==> src/rtl/serie_paralelo_pkg.sv <==
// Shared constants for the serial-to-parallel byte receiver: comma byte,
// lock threshold and FSM state encodings.
package serie_paralelo_pkg;

    localparam logic [7:0] BC            = 8'hBC;
    localparam logic [2:0] SYNC_BC_COUNT = 3'd4;

    localparam logic [1:0] UNSYNC  = 2'd0;
    localparam logic [1:0] SYNCING = 2'd1;
    localparam logic [1:0] ACTIVE  = 2'd2;

    function automatic logic is_comma(input logic [7:0] byte_v);
        return (byte_v == BC);
    endfunction

endpackage

==> src/rtl/serie_paralelo.sv <==
// Serial-to-parallel receiver: aligns to the BC comma, locks after four
// aligned commas, then delivers each non-comma byte on its boundary edge.
module serie_paralelo
    import serie_paralelo_pkg::*;
(
    input  logic       clk_8f,
    input  logic       reset,
    input  logic       data_in,
    output logic [7:0] data_out,
    output logic       valid_out,
    output logic       active,
    output logic       byte_strobe
);

    logic [7:0] sr_q, sr_d;
    logic [1:0] state_q, state_d;
    logic [2:0] bit_cnt_q, bit_cnt_d;
    logic [2:0] bc_cnt_q, bc_cnt_d;
    logic [7:0] data_q, data_d;
    logic       valid_q, valid_d;
    logic       active_q, active_d;
    logic       strobe_q, strobe_d;
    logic [7:0] next_byte_s;
    logic       boundary_s;

    // Next-state logic: shift register, alignment counters, FSM and output staging
    always_comb begin
        next_byte_s = {sr_q[6:0], data_in};
        boundary_s  = (bit_cnt_q == 3'd7);
        sr_d        = next_byte_s;
        state_d     = state_q;
        bit_cnt_d   = bit_cnt_q;
        bc_cnt_d    = bc_cnt_q;
        data_d      = data_q;
        valid_d     = valid_q;
        strobe_d    = 1'b0;

        case (state_q)
            UNSYNC: begin
                valid_d = 1'b0;
                // Search at every bit position until a comma shows up
                if (is_comma(next_byte_s)) begin
                    bit_cnt_d = 3'd0;
                    bc_cnt_d  = 3'd1;
                    state_d   = SYNCING;
                end else begin
                    bc_cnt_d  = 3'd0;
                end
            end
            SYNCING: begin
                bit_cnt_d = bit_cnt_q + 3'd1;
                valid_d   = 1'b0;
                if (boundary_s) begin
                    strobe_d = 1'b1;
                    if (is_comma(next_byte_s)) begin
                        if ((bc_cnt_q + 3'd1) >= SYNC_BC_COUNT) begin
                            bc_cnt_d = SYNC_BC_COUNT;
                            state_d  = ACTIVE;
                        end else begin
                            bc_cnt_d = bc_cnt_q + 3'd1;
                        end
                    end else begin
                        bc_cnt_d = 3'd0;
                        state_d  = UNSYNC;
                    end
                end else begin
                    strobe_d = 1'b0;
                end
            end
            ACTIVE: begin
                bit_cnt_d = bit_cnt_q + 3'd1;
                if (boundary_s) begin
                    strobe_d = 1'b1;
                    // Commas in the locked stream are idle fillers, not data
                    if (is_comma(next_byte_s)) begin
                        valid_d = 1'b0;
                    end else begin
                        data_d  = next_byte_s;
                        valid_d = 1'b1;
                    end
                end else begin
                    strobe_d = 1'b0;
                end
            end
            default: begin
                state_d  = UNSYNC;
                bc_cnt_d = 3'd0;
                valid_d  = 1'b0;
            end
        endcase

        active_d = (state_d == ACTIVE) ? 1'b1 : 1'b0;
    end

    // State and output registers, cleared asynchronously by reset
    always_ff @(posedge clk_8f or negedge reset) begin
        if (!reset) begin
            sr_q      <= 8'h00;
            state_q   <= UNSYNC;
            bit_cnt_q <= 3'd0;
            bc_cnt_q  <= 3'd0;
            data_q    <= 8'h00;
            valid_q   <= 1'b0;
            active_q  <= 1'b0;
            strobe_q  <= 1'b0;
        end else begin
            sr_q      <= sr_d;
            state_q   <= state_d;
            bit_cnt_q <= bit_cnt_d;
            bc_cnt_q  <= bc_cnt_d;
            data_q    <= data_d;
            valid_q   <= valid_d;
            active_q  <= active_d;
            strobe_q  <= strobe_d;
        end
    end

    assign data_out    = data_q;
    assign valid_out   = valid_q;
    assign active      = active_q;
    assign byte_strobe = strobe_q;

endmodule

==> config.mk <==
export PLATFORM = sky130hd
export DESIGN_NAME = serie_paralelo
export DESIGN_NICKNAME = d
export VERILOG_FILES = /design/src/rtl/serie_paralelo_pkg.sv /design/src/rtl/serie_paralelo.sv
export SDC_FILE = /design/constraint.sdc
export NUM_CORES = 1
export LEC_CHECK = 0
export ABC_AREA = 1
export CAP_MARGIN = 10
export CORE_UTILIZATION = 48
export DETAILED_ROUTE_END_ITERATION = 16
export PLACE_DENSITY = 0.78
export SLEW_MARGIN = 20
export SYNTH_ARGS = -nofsm -noshare
export SYNTH_HDL_FRONTEND = slang
export SYNTH_SLANG_ARGS = --single-unit
export TNS_END_PERCENT = 5
==> constraint.sdc <==
create_clock -name clk_8f -period 1.3 [get_ports clk_8f]
set_input_delay 0.26 -clock clk_8f [delete_from_list [all_inputs] [get_ports clk_8f]]
set_output_delay 0.26 -clock clk_8f [all_outputs]
set_load 0.01 [all_outputs]
# ---- Word-level counts from Yosys, hierarchy flattened
# Index checks and enable logic that the tools add are counted.
dict set report classes {
  add_sub_neg 2
  magnitude_cmp 1
  n_eq_ne 8
  n_mux 18
  bitwise 2
  n_reduce_logical 6
}
# op count
set ops {}
lappend ops {{3-bit two-way mux} 4}
lappend ops {{3-bit case mux with 3 select lines} 1}
lappend ops {{8-bit == test, second input constant} 1}
lappend ops {{2-bit two-way mux} 4}
lappend ops {{1-bit two-way mux} 7}
lappend ops {{3-bit by 1-bit adder with 3-bit output, second input constant} 2}
lappend ops {{2-bit != test, second input constant} 3}
lappend ops {{2-bit case mux with 3 select lines} 1}
lappend ops {{3-bit case mux with 2 select lines} 1}
lappend ops {{2-bit == test, second input constant} 2}
lappend ops {{2-bit AND reduction} 2}
lappend ops {{3-bit == test, second input constant} 1}
lappend ops {{3-bit greater-or-equal comparator, second input constant} 1}
lappend ops {{3-bit AND reduction} 1}
lappend ops {{2-bit by 1-bit == test with 1-bit output, second input constant} 1}
lappend ops {{2-bit zero test} 1}
lappend ops {{1-bit inverter} 2}
lappend ops {{2-bit nonzero test} 1}
lappend ops {{2-bit OR reduction} 1}
dict set report totals {
  register_bits 26
  input_bits 3
  output_inout_bits 11
  wordCells 45
}

# ---- Depth between registers and ports, before layout
# Gate-level depths: netlist (run 1).
dict set report depth {
  ltp_word 8
  depth_mapped 9
}

# ---- Worst setup path after synthesis (run 1)
# OpenSTA, ideal clock, no wires.
dict set report synth_path {
  kind {register -> register}
  startpoint {register bit_cnt_q[0]}
  endpoint {register active_q (netlist: active)}
  setup_time_ps 71
  arrival_time_ps 1231
  setup_slack_ps -2
  path_stages_with_launch 9
  n_path_buf 0
  period_less_slack_ps 1302
  path_cell_list {dfrtp_1 ha_1 ha_1 inv_2 a21oi_4 nand2_2 nor2_2 nor2_2 nor2_1}
}
dict set report synth_between {
  elab_chain_cells 5
}
# element line_no
set synth_lines {}
lappend synth_lines {{start, declared} serie_paralelo.sv:17} ;# logic [2:0] bit_cnt_q, bit_cnt_d;
lappend synth_lines {{start signal, assigned} serie_paralelo.sv:109} ;# bit_cnt_q <= bit_cnt_d;
lappend synth_lines {{3-bit == test} serie_paralelo.sv:29} ;# boundary_s = (bit_cnt_q == 3'd7);
lappend synth_lines {{2-bit two-way mux} serie_paralelo.sv:53} ;# if (boundary_s) begin
lappend synth_lines {{2-bit case mux with 3 select lines} serie_paralelo.sv:38} ;# case (state_q)
lappend synth_lines {{named net state_d[0]} serie_paralelo.sv:16} ;# logic [1:0] state_q, state_d;
lappend synth_lines {{2-bit == test} serie_paralelo.sv:92} ;# active_d = (state_d == ACTIVE) ? 1'b1 : 1'b0;
lappend synth_lines {{1-bit two-way mux} serie_paralelo.sv:92}
lappend synth_lines {{named net active_d} serie_paralelo.sv:21} ;# logic active_q, active_d;
lappend synth_lines {{end signal, assigned} serie_paralelo.sv:113} ;# active_q <= active_d;
lappend synth_lines {{end, declared} serie_paralelo.sv:21}
# The timed path passes the listed nets, and every way through them passes these cells.
# A chain may end at the register's enable or synchronous reset.

# ---- Worst setup path in the final report (run 1)
dict set report layout_path {
  startpoint {register state_q[1]}
  endpoint {register active_q (netlist: active)}
}
dict set report layout_between {
  elab_cells_between_ends 10
}
# element line_no
set layout_rtl {}
lappend layout_rtl {{start, declared} serie_paralelo.sv:16}
lappend layout_rtl {{start signal, assigned} serie_paralelo.sv:108} ;# state_q <= state_d;
lappend layout_rtl {{2-bit == test, or another cell as far along} serie_paralelo.sv:38}
lappend layout_rtl {{2-bit case mux with 3 select lines *} serie_paralelo.sv:38}
lappend layout_rtl {{named net state_d[0]} serie_paralelo.sv:16}
lappend layout_rtl {{2-bit == test *} serie_paralelo.sv:92}
lappend layout_rtl {{1-bit two-way mux *} serie_paralelo.sv:92}
lappend layout_rtl {{named net active_d} serie_paralelo.sv:21}
# The timed path passes the listed nets; every way through them passes the cells marked *.

==> reports/qor.csv, run 1 <==
metric,value,unit
outcome,finished with violations,
failing checks,negative setup slack,
Post-Route WL,2392,µm
IO Port Bufs,13,
CTS hold repair buffers,0,
via/cell ratio,5.223,
H-tree depth,1,
first-pass GRT wire length,3781,µm
Synth Register Bits,26,
Synth area leaders,"dfrtp_1 (57%), nand2_1 (9.9%), ha_1 (7.7%), inv_1 (6.6%), nand3_1 (4.8%)",
DR WL/cell,13.36,µm
CP Launch Type,register,
post-synthesis sequential area ratio,56.96,%
post-layout minimum cycle time,1388,ps
pin count of the biggest net entering global routing,27,
hold_ws,263.1,ps
Crit Reg-Reg Endpoint,active$_DFF_PN0_,
initial antenna violation count,0,
top cell type's share of synthesized area,56.96,%
clk sink count,26,
vias in the first global route,842,
most frequent cells in the layout,"nand2_1 (27), dfrtp_1 (26), inv_1 (17)",
Post-Syn Area,0.001142,mm²
die area,0.002579,mm²
Std-Cell Core Area,0.002233,mm²
Vias,935,
area delta synth->final,37.13,%
syn_nets,131,
Die Ht,50.79,µm
VDD IR-drop max,864.3,µV
initial core utilization,51.15,%
Syn Inst Count,121,
Skew-Pair Late Insertion Delay,320,ps
final worst path period share,106.8,%
max-cap violation count,0,
FMAX,720.5,MHz
CTS tree,yes,
r2r worst-path depth,7,
Fin. Hold Viols,0,
share of layout cells above drive strength 1,27.81,%
Setup WS pre-CTS,-389.0,ps
R2R setup slack,-90,ps
row cnt,17,
Critical Path RT,1570,ps
final number of max-transition violations,0,
drt drc,0,
Yosys cell types,17,
Setup Crit Path Kind,register to register,
CTS Buf Count,3,
DP Area,0.001394,mm²
Critical R2R Launch,state_q[1]$_DFF_PN0_,
Leak,0.8206,nW
Final Setup Violations,9,
synth warn,0,
Worst-Margin Slew,228.7,ps
CP Launch Point,state_q[1]$_DFF_PN0_,
arrival time worst endpoint,1660,ps
Post-DP HPWL,1561,µm
Root Buffer,clkbuf_4,
placer congestion estimate,0.7529,
CP endpoint,active$_DFF_PN0_,
diodes inserted,0,
gr ovfl total,0,
maximum fanout along the worst path,4,
Max-slew headroom,84.72,%
Total Routing Usage GR,20.39,%
PwrDens,1004,mW/mm²
final net count,162,
IO Pins,14,
Detail Route Antenna Nets,0,
critical path endpoint category,register,
Layout Skew,3.668,ps
Worst Slack Setup Final,-87.84,ps
largest area contributor in the synthesized netlist,dfrtp_1,
cell area after layout,0.001567,mm²
clk buf depth,2,
clock slew at reported path FFs,140,ps
min-delay worst type,input port to async pin,
Die Wd,50.79,µm
initial drt markers,14,
1st-pass router iterations,4,
unrepaired setup endpoints after global routing,yes,
"commonest non-fill, non-tap cell in the layout",nand2_1,
average size of a mapped cell,9.441,µm²
-- how the worst min path moves through the flow --
stage,endpoint,start
2_1_floorplan,active$_DFF_PN0_,reset
4_1_cts,valid_out$_DFFE_PN0P_,reset
3_5_place_dp,sr_q[6]$_DFF_PN0_,sr_q[5]$_DFF_PN0_
6_report,bit_cnt_q[1]$_DFFE_PN0P_,reset
5_1_grt,valid_out$_DFFE_PN0P_,reset
3_3_place_gp,sr_q[6]$_DFF_PN0_,sr_q[5]$_DFF_PN0_
-- timing repair --
| action | in CTS | in global routing |
|---|---|---|
| setup endpoints to repair | 29 | 24 |
| pin swaps | 0 | 3 |
| buffers inserted | 1 | 2 |
| gates cloned | 0 | 0 |
| resized for setup | 17 | 26 |
-- critical path, stage by stage (launching register included) --
cell	delay [ps]
dfrtp_1	470
ha_2	230
buf_4	150
a21oi_4	160
nand2_2	70
nor2_2	110
nor2_2	50
nor2_1	90
-- cell usage after synthesis, drive strengths merged --
cell type and instances:
o21ai 10, nand2 31, and2 1, inv 21
nor2 8, buf 1, ha 7, nand3 12
a21oi 3, o22ai 1, dfrtp 26
-- routing by layer --
layer	share of wire [%]	up-vias	global-route usage [%]
met5	0	-	0
met4	2.8	0	9.722
met3	4.2	14	1.818
met2	53	33	36.00
met1	40	450	24.90
li1	-	438	-
-- through the flow --
step           TNS (ps)  cells  power [W]  utilization (%)
2_1_floorplan         0    121  0.0009283                -
3_3_place_gp      -4090    172  0.0009946            62.41
3_5_place_dp      -5612    172   0.001002            62.41
4_1_cts          -534.7    177   0.001557            65.66
5_1_grt           -1496    179   0.001627            70.14
6_report         -353.4    179   0.001572            70.14
-- power by group --
| group | leakage [nW] | internal (W) | total [W] | switching, W |
|---|---|---|---|---|
| Combinational | 0.446 | 0.0000767 | 0.000174 | 0.0000975 |
| Sequential | 0.347 | 0.000829 | 0.000845 | 0.0000158 |
| Clock | 0.0279 | 0.000312 | 0.000553 | 0.000241 |
-- layout make-up --
class,instances,area [µm²]
sequential,26,650.6
clock inverter,1,30.03
timing repair buffer,27,242.7
multi-input combinational,73,506.7
tap,28,35.03
inverter,21,78.83
fill,167,666.9
clock buffer,3,22.52
-- logic make-up (layout without fill, tap and decap cells) --
group,Yosys count,count (layout),synth area share (%)
buf+inv,22,52,7.886
fa+ha+maj,7,7,7.667
compound gates,14,14,7.558
flops,26,26,56.95
simple gates,52,52,19.94
-- flip-flops by register name (all words and copies together) (netlist names) --
register and flops:
active 1, data_out 8, byte_strobe 1, bit_cnt_q 3
sr_q 7, valid_out 1, state_q 2, bc_cnt_q 3
Power figures use the tool's default switching activity.
==> run 2: changes to the inputs <==
Settings changed: CORE_UTILIZATION 48 to 53, PLACE_DENSITY 0.78 to 0.82, SLEW_MARGIN 20 to 30.
Clock period 1.3 ns to 1.45 ns, I/O delays scaled along.
==> run 2 against run 1 <==
  * The run now ends clean
  * Critical path depth rose by 1
  * Routed wire length down 26%
  * Hold slack better by 65 ps
  * Sequential share of layout area up 6.2 points
  * Register-to-register slack gained 140 ps
  * Sequential power decreased by 10%
  * Clock skew up 0.67 ps
  * Flip-flop and latch count is the same
  * Largest cell class unchanged
==> reports/qor.csv, run 2 (synthesis gave the netlist of run 1 again) <==
metric,value,unit
outcome,"complete, no violations",
drt drc,0,
part of the power in registers,62.9,%
Std-Cell Core Area,0.002002,mm²
Post-DP HPWL,1385,µm
CP endpoint,active$_DFF_PN0_,
arrival time worst endpoint,1640,ps
1st-pass router iterations,4,
maximum fanout along the worst path,5,
Post-Route WL,1764,µm
Vias,806,
Root Buffer,clkbuf_4,
crit-path cells,"ha_1, ha_4, inv_2, a21oi_4, nand2_2, nor2_2, nor2_2, nor2_1",
placer congestion estimate,0.8296,
pin count of the biggest net entering global routing,27,
DR WL/cell,10.56,µm
Setup Crit Path Kind,register to register,
CTS tree,yes,
met2 Usage GRT,30.05,%
Switching Share,22.13,%
FMAX,717.5,MHz
Final Power,0.001203,W
most frequent cells in the layout,"nand2_1 (30), dfrtp_1 (26), inv_1 (20)",
initial core utilization,57.06,%
fin cells,167,
Die Ht,48.43,µm
max-cap violation count,0,
min-delay worst type,input port to async pin,
via/cell ratio,4.826,
final worst path period share,96.12,%
Crit Reg-Reg Endpoint,active$_DFF_PN0_,
post-layout minimum cycle time,1394,ps
Worst Slack Setup Final,56.22,ps
Setup WS pre-CTS,-246.4,ps
Finished Core Util,68.06,%
Critical Path RT,1700,ps
initial drt markers,25,
IO Port Bufs,13,
# Post-CTS Setup Buffers,0,
first-pass GRT wire length,3263,µm
Crit path buffers/inverters,1,
placed insts,163,
Fin. Hold Viols,0,
clock slew at reported path FFs,130,ps
Worst-Margin Slew,306.4,ps
R2R setup slack,60,ps
clock power share,28.6,%
Skew-Pair Late Insertion Delay,300,ps
Psw,0.0002663,W
IO Pins,14,
final number of max-transition violations,0,
VDD IR-drop max,605.2,µV
Die Wd,48.43,µm
met3 Use GR,2.830,%
Leak,0.7663,nW
H-tree depth,1,
clk sink count,26,
Internal,0.0009372,W
Total Routing Usage GR,17.83,%
CP Launch Type,register,
max reg flops,8,
r2r worst-path depth,8,
initial antenna violation count,0,
Levels on crit path,8,
hold_ws,328.5,ps
PwrDens,883.2,mW/mm²
slowest cell delay on critical path,380,ps
clk buf depth,2,
diodes inserted,0,
"delay-heaviest family, CP",adder cells,
CTS Buf Count,3,
Final Setup Violations,0,
row cnt,16,
Crit path top cell by count,nor2_2,
met1 GRT Util,24.15,%
vias in the first global route,772,
area delta synth->final,19.28,%
unrepaired setup endpoints after global routing,yes,
slowest cell on the critical path,dfrtp_1,
Comb power frac,8.5,%
final net count,151,
die area,0.002345,mm²
CP Launch Point,bit_cnt_q[0]$_DFFE_PN0P_,
Layout Skew,4.333,ps
"commonest non-fill, non-tap cell in the layout",nand2_1,
Critical R2R Launch,bit_cnt_q[0]$_DFFE_PN0P_,
share of layout cells above drive strength 1,12.14,%
Max-slew headroom,79.57,%
gr ovfl total,0,
global route hottest layer,met2,
Detail Route Antenna Nets,0,
critical path endpoint category,register,
[run 2: cell types whose count changed in the layout (fill, tap and decap cells not counted), sizes merged]
cell           before  now
dlygate4sd2         4   11
bufinv              1    0
clkbuf              3    4
clkdlybuf4s15       7    0
buf                14    3
[run 2: worst min-delay path by stage]
stage	start	end	slack, ps	cells past startpoint
3_3_place_gp	sr_q[5]$_DFF_PN0_	sr_q[6]$_DFF_PN0_	360	0
5_1_grt	reset	data_out[4]$_DFFE_PN0P_	360	2
4_1_cts	reset	data_out[4]$_DFFE_PN0P_	340	2
2_1_floorplan	reset	active$_DFF_PN0_	-6	0
6_report	reset	data_out[4]$_DFFE_PN0P_	330	2
3_5_place_dp	sr_q[5]$_DFF_PN0_	sr_q[6]$_DFF_PN0_	370	0
[run 2: through the flow]
step	cell area [µm²]	TNS, ps
2_1_floorplan	1142	0
3_3_place_gp	1318	-1818
3_5_place_dp	1318	-3080
4_1_cts	1350	0
5_1_grt	1363	-211.2
6_report	1363	0
[run 2: final cells by class]
class	count	area, µm²
clock buffer	4	36.28
fill	159	639.4
inverter	21	78.83
multi-input combinational	73	424.2
sequential	26	650.6
tap	27	33.78
timing repair buffer	16	138.9
[run 2: metal layers]
metal / wire (µm) / part of all wire [%] / up-vias
met5: 0 / 0 / -
met4: 23 / 1.3 / 0
met3: 55 / 3.1 / 4
met2: 837 / 47 / 17
met1: 848 / 48 / 370
li1: - / - / 415
[run 2: repair_timing]
item / CTS / global route
hold buffers: 0 / 0
cloned: 0 / 0
gates resized for setup: 13 / 3
setup endpoints to repair: 15 / 10
hold endpoints to repair: 0 / 0
[run 2: power by group through the flow]
stage / logic [W] / registers [W] / clock network (W)
after CTS: 0.000103 / 0.000757 / 0.000357
after global placement: 0.0000997 / 0.000770 / 0
after global routing: 0.000117 / 0.000760 / 0.000384
after detailed placement: 0.000103 / 0.000771 / 0
after floorplan: 0.0000646 / 0.000768 / 0
final: 0.000102 / 0.000757 / 0.000344
[run 2: worst register-to-register path, stage by stage (launching register included)]
cell	delay (ps)
dfrtp_1	380
ha_1	200
ha_4	190
inv_2	60
a21oi_4	180
nand2_2	70
nor2_2	130
nor2_2	50
nor2_1	90
==> run 3: changes to the inputs <==
Settings changed: CELL_PAD_IN_SITES_DETAIL_PLACEMENT set to 0, CELL_PAD_IN_SITES_GLOBAL_PLACEMENT set to 1, CORE_MARGIN set to 3, CORE_UTILIZATION 53 to 41, TNS_END_PERCENT 5 to 50.
==> run 3 against run 2 <==
  * Die area up 47%
  * Flip-flop and latch count unchanged
  * Sequential share of layout area down 3.2 points
  * Global-route usage down 5.2 points
  * First-iteration DRC count is 44% lower
  * Non-clock buffer count rose by 6
  * Critical endpoint unchanged
  * Largest cell class unchanged
==> reports/qor.csv, run 3 (synthesis gave the netlist of run 1 again) <==
metric,value,unit
row cnt,18,
hold_ws,307.3,ps
Fin. Hold Viols,0,
Crit path top cell by count,nor2_2,
Detail Route Antenna Nets,0,
final worst path period share,93.90,%
FMAX,734.5,MHz
Final Setup Violations,0,
IO Port Bufs,13,
gr ovfl total,0,
DR WL/cell,10.66,µm
initial drt markers,14,
final net count,157,
"commonest non-fill, non-tap cell in the layout",nand2_1,
slowest cell delay on critical path,380,ps
Die Wd,58.79,µm
Leak,0.8007,nW
Worst-Margin Slew,323.6,ps
clock slew at reported path FFs,150,ps
clk buf depth,2,
Critical R2R Launch,bit_cnt_q[1]$_DFFE_PN0P_,
post-layout minimum cycle time,1362,ps
pin count of the biggest net entering global routing,27,
via/cell ratio,4.602,
CTS Buf Count,3,
first-pass GRT wire length,3277,µm
CP Launch Type,register,
Std-Cell Core Area,0.002567,mm²
max reg flops,8,
IO Pins,14,
diodes inserted,0,
drt drc,0,
Total Routing Usage GR,12.66,%
Crit path buffers/inverters,1,
initial antenna violation count,0,
max-cap violation count,0,
Post-DP HPWL,1344,µm
Die Ht,58.79,µm
"delay-heaviest family, CP",flip-flops,
share of layout cells above drive strength 1,21.92,%
outcome,"complete, no violations",
die area,0.003456,mm²
crit-path cells,"ha_2, ha_4, inv_2, a21oi_4, nand2_2, nor2_2, nor2_2, nor2_1",
arrival time worst endpoint,1630,ps
Final Power,0.001381,W
placer congestion estimate,0.7499,
min-delay worst type,input port to async pin,
Layout Skew,5.368,ps
Root Buffer,clkbuf_4,
critical path endpoint category,register,
filler instances,240,
clk sink count,26,
R2R setup slack,90,ps
maximum fanout along the worst path,4,
Skew-Pair Late Insertion Delay,330,ps
Vias,810,
setup TNS,0,ps
VDD IR-drop max,655.3,µV
H-tree depth,1,
Max-slew headroom,78.43,%
CP Launch Point,bit_cnt_q[1]$_DFFE_PN0P_,
Post-Route WL,1877,µm
area delta synth->final,27.82,%
PwrDens,945.9,mW/mm²
most frequent cells in the layout,"nand2_1 (28), dfrtp_1 (26), inv_1 (20)",
1st-pass router iterations,5,
final number of max-transition violations,0,
Setup Crit Path Kind,register to register,
Critical Path RT,1720,ps
CTS tree,yes,
vias in the first global route,747,
slowest cell on the critical path,dfrtp_1,
initial core utilization,44.49,%
run 3: cell types whose count changed in the layout (fill, tap and decap cells not counted), sizes merged:
cell / previous run / this run
buf: 3 / 9
bufinv: 0 / 1
clkbuf: 4 / 3
run 3: repair_timing:
item / in CTS / in global routing
pin swaps: 0 / 3
gates resized for setup: 12 / 13
endpoints found under the setup margin: 19 / 13
hold buffers: 0 / 0
hold endpoints to repair: 0 / 0
setup buffers: 2 / 3
run 3: report_power, final:
part           total (W)  internal [W]  switching, W
clock           0.000504      0.000280      0.000225
combinational   0.000120     0.0000507     0.0000689
sequential      0.000757      0.000744     0.0000134
run 3: layout make-up:
| class | count | area, µm² | area share [%] |
|---|---|---|---|
| clock inverters | 1 | 30.03 | 2.057 |
| flip-flops and latches | 26 | 650.6 | 44.56 |
| clock buffers | 3 | 22.52 | 1.542 |
| repair buffers | 22 | 183.9 | 12.60 |
| multi-input cells | 73 | 456.7 | 31.28 |
| inverters | 21 | 78.83 | 5.398 |
| well taps | 30 | 37.54 | 2.571 |
run 3: path summary, 6_finish.rpt:
| path | end | cells after the start |
|---|---|---|
| setup / recovery | active$_DFF_PN0_ | 8 |
| hold / removal | data_out[5]$_DFFE_PN0P_ | 2 |
| setup reg to reg | active$_DFF_PN0_ | 8 |
| hold reg to reg | sr_q[6]$_DFF_PN0_ | 0 |
| max in group asynchronous | state_q[0]$_DFF_PN0_ | 2 |
| min in group clk_8f | sr_q[6]$_DFF_PN0_ | 0 |
run 3: through the flow:
stage               cell area, µm²  std cells  worst slack, ps  util, %
floorplan                     1142        121            148.0        -
global route                  1460        176           -15.13    56.87
global placement              1329        167           -193.5    51.75
finish                        1460        176            88.46    56.87
detailed placement            1329        167           -255.4    51.75
CTS                           1390        173           -17.11    54.14
run 3: worst register-to-register path: stages (launching register included):
cell and delay (ps):
dfrtp_1 380, ha_2 190, ha_4 160, inv_2 60, a21oi_4 180, nand2_2 80, nor2_2 130, nor2_2 50
nor2_1 70
run 3: routing by layer:
layer	routed length, µm	part of all wire (%)	global-route usage (%)
met1	854	45	15.89
met5	0	0	0
met2	884	47	20.03
met4	57	3.0	6.796
met3	79	4.2	3.070
